File: src/rtl/gg_vec_pkg.sv
// Shared definitions for the Givens-generation vectoring cell: FSM encoding,
// iteration-counter sizing and the shift terms of the ~1/K gain-compensation constant.
package gg_vec_pkg;

  typedef enum logic [2:0] {
    ST_IDLE   = 3'd0,
    ST_PRE_A  = 3'd1,
    ST_ITER_A = 3'd2,
    ST_PRE_B  = 3'd3,
    ST_ITER_B = 3'd4,
    ST_COMP   = 3'd5
  } gg_state_e;

  // 2^-1 + 2^-3 - 2^-6 - 2^-9 ~= 0.6074 ~= 1/K
  localparam int GG_COMP_SH0 = 1;
  localparam int GG_COMP_SH1 = 3;
  localparam int GG_COMP_SH2 = 6;
  localparam int GG_COMP_SH3 = 9;

  function automatic int gg_cnt_w(input int iter_num);
    return (iter_num < 2) ? 1 : $clog2(iter_num);
  endfunction

endpackage

File: src/rtl/gg_vec_iter.sv
// One combinational CORDIC vectoring micro-rotation: (x, y, shift) -> (x', y', d).
// d=1 rotates y toward zero from above; shared by both vectoring passes.
module gg_vec_iter #(
  parameter int XW = 18,
  parameter int SW = 4
) (
  input  logic signed [XW-1:0] x_i,
  input  logic signed [XW-1:0] y_i,
  input  logic        [SW-1:0] sh_i,
  output logic signed [XW-1:0] x_o,
  output logic signed [XW-1:0] y_o,
  output logic                 d_o
);

  logic signed [XW-1:0] xs;
  logic signed [XW-1:0] ys;

  always_comb begin
    d_o = ~y_i[XW-1];
    xs  = x_i >>> sh_i;
    ys  = y_i >>> sh_i;
    if (d_o) begin
      x_o = x_i + ys;
      y_o = y_i - xs;
    end else begin
      x_o = x_i - ys;
      y_o = y_i + xs;
    end
  end

endmodule

File: src/rtl/gg_vec.sv
// Givens-generation boundary cell: CORDIC vectoring, one micro-rotation per cycle, emitting
// im->re and re->re direction streams and the column pivot r. Optional macro: GG_GAIN_COMP_EN.
module gg_vec
  import gg_vec_pkg::*;
#(
  parameter int INOUT_WIDRH = 16,
  parameter int ITER_NUM    = 9
) (
  input  logic                       i_clk,
  input  logic                       i_rst_n,
  input  logic                       i_data_valid,
  input  logic [2*INOUT_WIDRH-1:0]   i_data,
  input  logic                       i_first_in,
  input  logic                       i_last_in,
  output logic                       o_ready,
  output logic                       o_d_im2re_valid,
  output logic                       o_d_im2re,
  output logic                       o_d_re2re_valid,
  output logic                       o_d_re2re,
  output logic                       o_r_valid,
  output logic [INOUT_WIDRH-1:0]     o_r
);

  localparam int W  = INOUT_WIDRH;
  localparam int XW = W + 2;
  localparam int CW = gg_cnt_w(ITER_NUM);
  localparam logic [CW-1:0] LAST_IT = CW'(ITER_NUM - 1);

  gg_state_e            state_q, state_d;
  logic signed [XW-1:0] x_q, x_d, y_q, y_d, r_q, r_d;
  logic        [CW-1:0] cnt_q, cnt_d;
  logic                 first_q, first_d, last_q, last_d;
  logic                 col_q, col_d, phb_q, phb_d;
  logic                 rv_q, rv_d;
  logic [W-1:0]         or_q, or_d;

  logic signed [XW-1:0] it_x, it_y, comp_x, res;
  logic                 it_d, pass_done;

  gg_vec_iter #(.XW(XW), .SW(CW)) u_iter (
    .x_i  (x_q),
    .y_i  (y_q),
    .sh_i (cnt_q),
    .x_o  (it_x),
    .y_o  (it_y),
    .d_o  (it_d)
  );

`ifdef GG_GAIN_COMP_EN
  localparam bit COMP_EN = 1'b1;
  assign comp_x = (x_q >>> GG_COMP_SH0) + (x_q >>> GG_COMP_SH1)
                - (x_q >>> GG_COMP_SH2) - (x_q >>> GG_COMP_SH3);
`else
  localparam bit COMP_EN = 1'b0;
  assign comp_x = x_q;
`endif

  // A vectoring result is never negative in practice; clamp defensively anyway.
  function automatic logic [W-1:0] sat_r(input logic signed [XW-1:0] v);
    if (v[XW-1])              return '0;
    else if (|v[XW-2:W-1])    return {1'b0, {(W-1){1'b1}}};
    else                      return v[W-1:0];
  endfunction

  always_ff @(posedge i_clk or negedge i_rst_n) begin
    if (!i_rst_n) begin
      state_q <= ST_IDLE;
      x_q     <= '0;
      y_q     <= '0;
      r_q     <= '0;
      cnt_q   <= '0;
      first_q <= 1'b0;
      last_q  <= 1'b0;
      col_q   <= 1'b0;
      phb_q   <= 1'b0;
      rv_q    <= 1'b0;
      or_q    <= '0;
    end else begin
      state_q <= state_d;
      x_q     <= x_d;
      y_q     <= y_d;
      r_q     <= r_d;
      cnt_q   <= cnt_d;
      first_q <= first_d;
      last_q  <= last_d;
      col_q   <= col_d;
      phb_q   <= phb_d;
      rv_q    <= rv_d;
      or_q    <= or_d;
    end
  end

  always_comb begin
    state_d   = state_q;
    x_d       = x_q;
    y_d       = y_q;
    r_d       = r_q;
    cnt_d     = cnt_q;
    first_d   = first_q;
    last_d    = last_q;
    col_d     = col_q;
    phb_d     = phb_q;
    rv_d      = 1'b0;
    or_d      = or_q;
    pass_done = 1'b0;
    res       = it_x;
    case (state_q)
      ST_IDLE: if (i_data_valid) begin
        x_d     = XW'($signed(i_data[W-1:0]));
        y_d     = XW'($signed(i_data[2*W-1:W]));
        first_d = i_first_in | ~col_q;
        last_d  = i_last_in;
        phb_d   = 1'b0;
        state_d = ST_PRE_A;
      end
      ST_PRE_A, ST_PRE_B: begin
        if (x_q[XW-1]) begin
          x_d = -x_q;
          y_d = -y_q;
        end
        cnt_d   = '0;
        state_d = (state_q == ST_PRE_A) ? ST_ITER_A : ST_ITER_B;
      end
      ST_ITER_A, ST_ITER_B: begin
        x_d   = it_x;
        y_d   = it_y;
        cnt_d = cnt_q + 1'b1;
        if (cnt_q == LAST_IT) begin
          if (COMP_EN) state_d = ST_COMP;
          else         pass_done = 1'b1;
        end
      end
      ST_COMP: begin
        pass_done = 1'b1;
        res       = comp_x;
      end
      default: state_d = ST_IDLE;
    endcase

    // End of a pass either closes the element or chains the pivot into phase B.
    if (pass_done) begin
      if (phb_q || first_q) begin
        r_d     = res;
        col_d   = ~last_q;
        state_d = ST_IDLE;
        if (last_q) begin
          rv_d = 1'b1;
          or_d = sat_r(res);
        end
      end else begin
        x_d     = r_q;
        y_d     = res;
        phb_d   = 1'b1;
        state_d = ST_PRE_B;
      end
    end
  end

  always_comb begin
    o_ready         = (state_q == ST_IDLE);
    o_d_im2re_valid = 1'b0;
    o_d_im2re       = 1'b0;
    o_d_re2re_valid = 1'b0;
    o_d_re2re       = 1'b0;
    case (state_q)
      ST_PRE_A:  begin o_d_im2re_valid = 1'b1; o_d_im2re = x_q[XW-1]; end
      ST_ITER_A: begin o_d_im2re_valid = 1'b1; o_d_im2re = it_d;      end
      ST_PRE_B:  begin o_d_re2re_valid = 1'b1;                        end
      ST_ITER_B: begin o_d_re2re_valid = 1'b1; o_d_re2re = it_d;      end
      default: ;
    endcase
  end

  assign o_r_valid = rv_q;
  assign o_r       = or_q;

endmodule

File: config.mk
export PLATFORM = sky130hd
export DESIGN_NAME = gg_vec
export DESIGN_NICKNAME = d
export VERILOG_FILES = /design/src/rtl/gg_vec_pkg.sv /design/src/rtl/gg_vec_iter.sv /design/src/rtl/gg_vec.sv
export SDC_FILE = /design/constraint.sdc
export NUM_CORES = 1
export LEC_CHECK = 0
export ABC_AREA = 0
export BUFFER_PORTS_ARGS = -buffer_cell sky130_fd_sc_hd__buf_2
export CAP_MARGIN = 25
export CORE_AREA = 2 2 142 144
export DETAILED_ROUTE_END_ITERATION = 12
export DIE_AREA = 0 0 144 146
export PLACE_DENSITY = 0.69
export RECOVER_POWER = 100
export SETUP_SLACK_MARGIN = 0.3
export SYNTH_ARGS = -nofsm -noshare
export SYNTH_HDL_FRONTEND = slang
export SYNTH_HIERARCHICAL = 1
export SYNTH_SLANG_ARGS = --single-unit
File: constraint.sdc
create_clock -name i_clk -period 5.6 [get_ports i_clk]
set_clock_uncertainty 0.05 [all_clocks]
set_input_delay 0.84 -clock i_clk [delete_from_list [all_inputs] [get_ports i_clk]]
set_output_delay 0.84 -clock i_clk [all_outputs]
set_load 0.05 [all_outputs]
==> Word level (Yosys, flattened, before mapping) <==
Index checks and enable logic that the tools add are counted.
{ "op_classes": {"shift": 2, "n_addsub": 7, "reduce_logical": 13, "mux": 34, "n_eq_ne": 8, "bitwise_logic": 4} }
{ "ops": {"columns": ["operator", "n"], "rows": [
  ["18-bit two-way mux", 11],
  ["18-bit one-hot mux with 3 select lines", 2],
  ["18-bit adder", 2],
  ["18-bit negation", 2],
  ["18-bit by 4-bit >>> shifter with 18-bit output", 2],
  ["18-bit subtractor", 2],
  ["16-bit two-way mux", 2],
  ["1-bit two-way mux", 11],
  ["2-bit OR reduction", 5],
  ["3-bit two-way mux", 3],
  ["3-bit one-hot mux with 3 select lines", 1],
  ["4-bit one-hot mux with 2 select lines", 1],
  ["3-bit by 2-bit == test with 1-bit output (second input constant)", 2],
  ["3-bit == test (second input constant)", 2],
  ["2-bit AND reduction", 3],
  ["4-bit by 1-bit adder with 4-bit output (second input constant)", 1],
  ["4-bit == test (second input constant)", 1],
  ["1-bit one-hot mux with 2 select lines", 2],
  ["3-bit by 1-bit == test with 1-bit output (second input constant)", 1],
  ["3-bit logical NOT", 1],
  ["3-bit by 2-bit != test with 1-bit output (second input constant)", 1],
  ["1-bit NOT", 3],
  ["3-bit AND reduction", 1],
  ["3-bit OR reduction", 1],
  ["5 further kinds", 5]
]} }
{ "word_totals": {"ff_bits": 82, "word_cells": 79, "output_inout_bits": 22, "inputBits": 37} }

==> Depth between registers and ports, before layout <==
{ "logic_depth": {"depth_word": 7, "depth_mapped": 26, "ltp_nobuf": 22} }

==> Cells and area by module <==
Netlist, hierarchy kept.
{ "by_module_without_submodules": {"columns": ["mod", "area_each_um2", "seq_area_each_um2", "cells_each", "instances"], "rows": [
  ["gg_vec", 5283.8, 2052.0, 603, 1],
  ["gg_vec_iter", 4315.4, 0.0, 540, 1]
]} }

==> Worst setup path after synthesis <==
Ideal clock, no wire load.
{ "synth_timing": {"path_type": "reg-to-reg", "from": "register cnt_q[1]", "to": "register y_q[17]", "setup_time_ns": 0.142, "path_buffers": 4, "arrival_time_ns": 5.062, "required_time_ns": 5.408, "path_slack_ns": 0.346, "path_stages_with_launch": 27, "period_less_slack_ns": 5.254, "cell_sequence": "dfrtp_1 buf_6 buf_6 buf_2 buf_1 mux4_2 a22oi_1 o21ai_1 inv_1 ha_1 nor2b_1 o21ai_0 nand2_1 xnor2_1 ha_1 a21oi_1 nand2_1 o21a_1 a41o_1 o41ai_1 o2111ai_1 xor3_1 a21oi_1 a2bb2oi_1 o21ai_0 o221ai_1 o221ai_1"} }
{ "synth_between": {"elab_chain_len": 6, "elab_cells_between_ends": 15, "classes_between": "add/sub: 4; eq/ne: 1; shift: 2; mux: 8"} }
{ "synth_rtl": {"columns": ["item", "line", "text"], "rows": [
  ["from (decl)", "gg_vec.sv:31", "logic [CW-1:0] cnt_q, cnt_d;"],
  ["from (signal assigned)", "gg_vec.sv:83", "cnt_q <= cnt_d;"],
  ["18-bit by 4-bit >>> shifter with 18-bit output *", "gg_vec_iter.sv:20", "xs = x_i >>> sh_i;"],
  ["18-bit subtractor / 18-bit adder (equally long branches)", "gg_vec_iter.sv:24, gg_vec_iter.sv:27", null],
  ["18-bit two-way mux *", "gg_vec_iter.sv:22", "if (d_o) begin"],
  ["net it_y[17]", "gg_vec.sv:37", "logic signed [XW-1:0] it_x, it_y, comp_x, res;"],
  ["18-bit one-hot mux with 3 select lines *", "gg_vec.sv:107", "case (state_q)"],
  ["18-bit two-way mux", "gg_vec.sv:142", "if (phb_q || first_q) begin"],
  ["18-bit two-way mux *", "gg_vec.sv:141", "if (pass_done) begin"],
  ["net y_d[17]", "gg_vec.sv:30", "logic signed [XW-1:0] x_q, x_d, y_q, y_d, r_q, r_d;"],
  ["to (signal assigned)", "gg_vec.sv:81", "y_q <= y_d;"],
  ["to (decl)", "gg_vec.sv:30", null]
]} }
The timed path passes the listed nets; every way through them passes the cells marked *.
A chain may end at the register's enable or synchronous reset.

==> Worst setup path after layout <==
{ "layout_timing": {"from": "register cnt_q[1]", "to": "register or_q[9] (netlist: o_r[9])"} }
{ "layout_between": {"elab_chain_len": 7, "elab_cells_between_ends": 12, "classes_between": "add/sub: 2; eq/ne: 1; shift: 1; mux: 6; reduce/logical: 2"} }
{ "layout_rtl": {"columns": ["item", "line", "text"], "rows": [
  ["18-bit by 4-bit >>> shifter with 18-bit output *", "gg_vec_iter.sv:21", "ys = y_i >>> sh_i;"],
  ["18-bit adder / 18-bit subtractor (equally long branches)", "gg_vec_iter.sv:23, gg_vec_iter.sv:26", null],
  ["18-bit two-way mux *", "gg_vec_iter.sv:22", null],
  ["net it_x[16]", "gg_vec.sv:37", null],
  ["18-bit two-way mux *", "gg_vec.sv:107", null],
  ["2-bit OR reduction *", "gg_vec.sv:61", "else if (|v[XW-2:W-1]) return {1'b0, {(W-1){1'b1}}};"],
  ["16-bit two-way mux *", "gg_vec.sv:61", null],
  ["16-bit two-way mux *", "gg_vec.sv:60", "if (v[XW-1]) return '0;"],
  ["to (signal assigned)", "gg_vec.sv:89", "or_q <= or_d;"],
  ["to (decl)", "gg_vec.sv:35", "logic [W-1:0] or_q, or_d;"]
]} }
Marked as above.

==> flow_summary.json <==
{
  "status": "finished with violations",
  "violations": "capacitance limit, slew limit",
  "yosys.area.top_type_share_pct": 21.4,
  "yosysTopAreaCell": "dfrtp_1",
  "clkLatencyLatePin_ns": 0.34,
  "grt_pass1_vias": 9236,
  "fin_crit_sh_pct": 95.7,
  "async_flop_share_pct": 100,
  "n_antenna_cell": 0,
  "fin_crit_ns": 5.36,
  "die_y_um": 146,
  "die_width_um": 144,
  "critical_path.startpoint_type": "register",
  "cap_violations": 3,
  "numPlacedInstances": 1454,
  "fp-row-count": 51,
  "ys.flop_type": "dfrtp_1",
  "place_ws_ns": -0.0316,
  "grt_max_degree": 45,
  "final_area_um2": 11100,
  "remaining_drc_errors": 0,
  "grt_pass1_wl_um": 52700,
  "clock-sinks": 82,
  "clk_pin_slew_ns": 0.07,
  "final_nets": 1307,
  "hold_buffers": 0,
  "final_util_pct": 57.4,
  "worst_slew_pin_slew_ns": 2.18,
  "syn_inst": 1143,
  "placed_cell_area_um2": 10400,
  "syn2layout_area_growth_pct": 15.6,
  "overflow": 0,
  "grt_antenna_before_repair": 0,
  "endpoint_kind": "register",
  "critPathMaxStageDelay_ns": 0.53,
  "slew_headroom_pct": -45.6,
  "numCtsBuffers": 9,
  "path_max_fanout": 15,
  "synthTopCellsByArea": "dfrtp_1 21%, mux4_2 8.4%, a21oi_1 5.4%, ha_1 5.2%, mux2i_1 4.4%",
  "yosys_warnings": 6,
  "final_common_cell": "nor2_1",
  "start_util_pct": 49.6,
  "synth_edf_count": 0,
  "drive_gt1_share_pct": 21.8,
  "grt_usage_pct": 32.2,
  "yosysSeqAreaShare_pct": 21.4,
  "cp_slowest_cell": "mux4_2",
  "worstHoldPathType": "reg -> reg",
  "vias": 10000,
  "mostFrequentLayoutCells": "108 x nor2_1, 101 x a21oi_1, 87 x buf_4",
  "instances_no_fill": 1498,
  "ant_nets": 0,
  "postSynthAreaPerCell_um2": 8.40,
  "place.gp.congestion": 0.966,
  "drt_iter0_markers": 1394,
  "wl_per_cell_um": 22.9,
  "synthDistinctLibCells": 88,
  "wirelength_um": 34300,
  "maxSlewViolCount": 113,
  "root_buffer": "clkbuf_16",
  "whs_path_depth": 1,
  "reg2regPathDepth": 20,
  "dp_hpwl_um": 24800,
  "clock.fmax_ghz": 0.187,
  "final-hold-violation-count": 0,
  "setup_ws_ns": 0.242,
  "path_class": "reg -> reg",
  "ys_ff_latch": 82,
  "cts_tree": "done",
  "io_pins": 59,
  "syn_area_um2": 9600,
  "arrival_ns": 5.54,
  "htreeDepth": 3,
  "clockBufferDepth": 2,
  "rsz0062_at_grt": "yes",
  "cp.required_ns": 5.78,
  "viasPerCell": 6.70,
  "synthesis.nets": 1222,
  "numPortBuffers": 58,
  "die_area_um2": 21000,
  "coreArea_um2": 19300,
  "worstPathCellList": "buf_4 -> mux4_2 -> mux2i_1 -> or4b_1 -> a211oi_4 -> nand4_2 -> mux2_4 -> o211ai_2 -> ha_1 -> nand2_1 -> nand2_1 -> a21oi_2 -> o21ai_0 -> nor3_1 -> nand3_1 -> o21ai_0 -> o21a_1 -> buf_12 -> a21oi_1 -> mux2_1",
  "setup_viol": 0,
  "drtPass1Iterations": 6
}
what timing repair did:
item | 4_1_cts | 5_1_grt
resized for setup | 19 | 45
setup endpoints to repair | 25 | 30
setup buffers | 10 | 16
pin swaps | 4 | 19
cloned | 0 | 1
worst max-delay path: cells and delay by family, from the launching register on:
family | cells | cell delay (ns)
adder cells (fa/ha/maj) | 1 | 0.27
buffers and inverters | 2 | 0.33
multiplexers | 4 | 1.43
AND/OR/NAND/NOR | 6 | 1.36
flip-flops | 1 | 0.45
AO/OA/AOI/OAI | 7 | 1.36
final cells by class:
type,instances,area (um^2)
clock buffer,10,229
inverter,36,135
tap,265,332
multi-input combinational,937,7210
timing repair buffer,162,1080
fill,1752,8240
sequential,82,2060
clock inverter,6,52.6
layer usage:
layer  track usage (%)  vias up  routed length, um
met5                 0        -                  0
met3              5.40       88               3590
met2              49.0      583              15500
li1                  -     4536                  -
met4              11.8        0               1340
met1              46.1     4825              13900
Yosys cell counts (all sizes together), types with 9 or more instances:
library cell and instances:
o31ai 10, xnor2 44, nor2 109, a21oi 105, nand2b 14, ha 40, nand4 9, clkbuf 58
mux4 36, mux2i 43, mux2 34, a22oi 21, xor2 21, and2 9, nor4 10, dfrtp 82
o211ai 14, nand2 75, inv 35, a222oi 14, nand3 23, a41oi 10, o21ai 66, a221oi 13
a31oi 20, or3 18, buf 30, nor3 27, nor2b 12, o21a 11
metrics by stage:
step           TNS [ns]  hold WS, ns
2_1_floorplan         0        0.386
3_3_place_gp          0        0.419
3_5_place_dp    -0.0316        0.419
4_1_cts               0        0.438
5_1_grt               0        0.466
6_report              0        0.431
cells by family after synthesis:
logic type	synth area share [%]
flops	21.4
buf+inv	5.53
xor+xnor	6.18
simple gates	17.7
mux	17.0
compound gates	26.6
fa+ha+maj	5.63
registers in the layout (all words and copies together) (netlist names):
| register | flops |
|---|---|
| phb_q | 1 |
| o_r_valid | 1 |
| col_q | 1 |
| comp_x | 18 |
| y_q | 18 |
| first_q | 1 |
| last_q | 1 |
| state_q | 3 |
| cnt_q | 4 |
| r_q | 18 |
| o_r | 16 |
worst paths after layout:
kind                                             end  slack, ns            startpoint
worst max-delay path              o_r[9]$_DFFE_PN0P_       0.24  cnt_q[1]$_DFFE_PN0P_
max in group asynchronous       cnt_q[0]$_DFFE_PN0P_       2.79               i_rst_n
worst min-delay path             first_q$_DFFE_PN0P_       0.43     col_q$_DFFE_PN0P_
worst min register to register   first_q$_DFFE_PN0P_       0.43     col_q$_DFFE_PN0P_
worst max register to register    o_r[9]$_DFFE_PN0P_       0.24  cnt_q[1]$_DFFE_PN0P_
min in group asynchronous        o_r_valid$_DFF_PN0_       1.08               i_rst_n
Power is left out: the tool's default activity adds up to more than one toggle a clock period on the data nets, which glitch-free logic cannot reach.
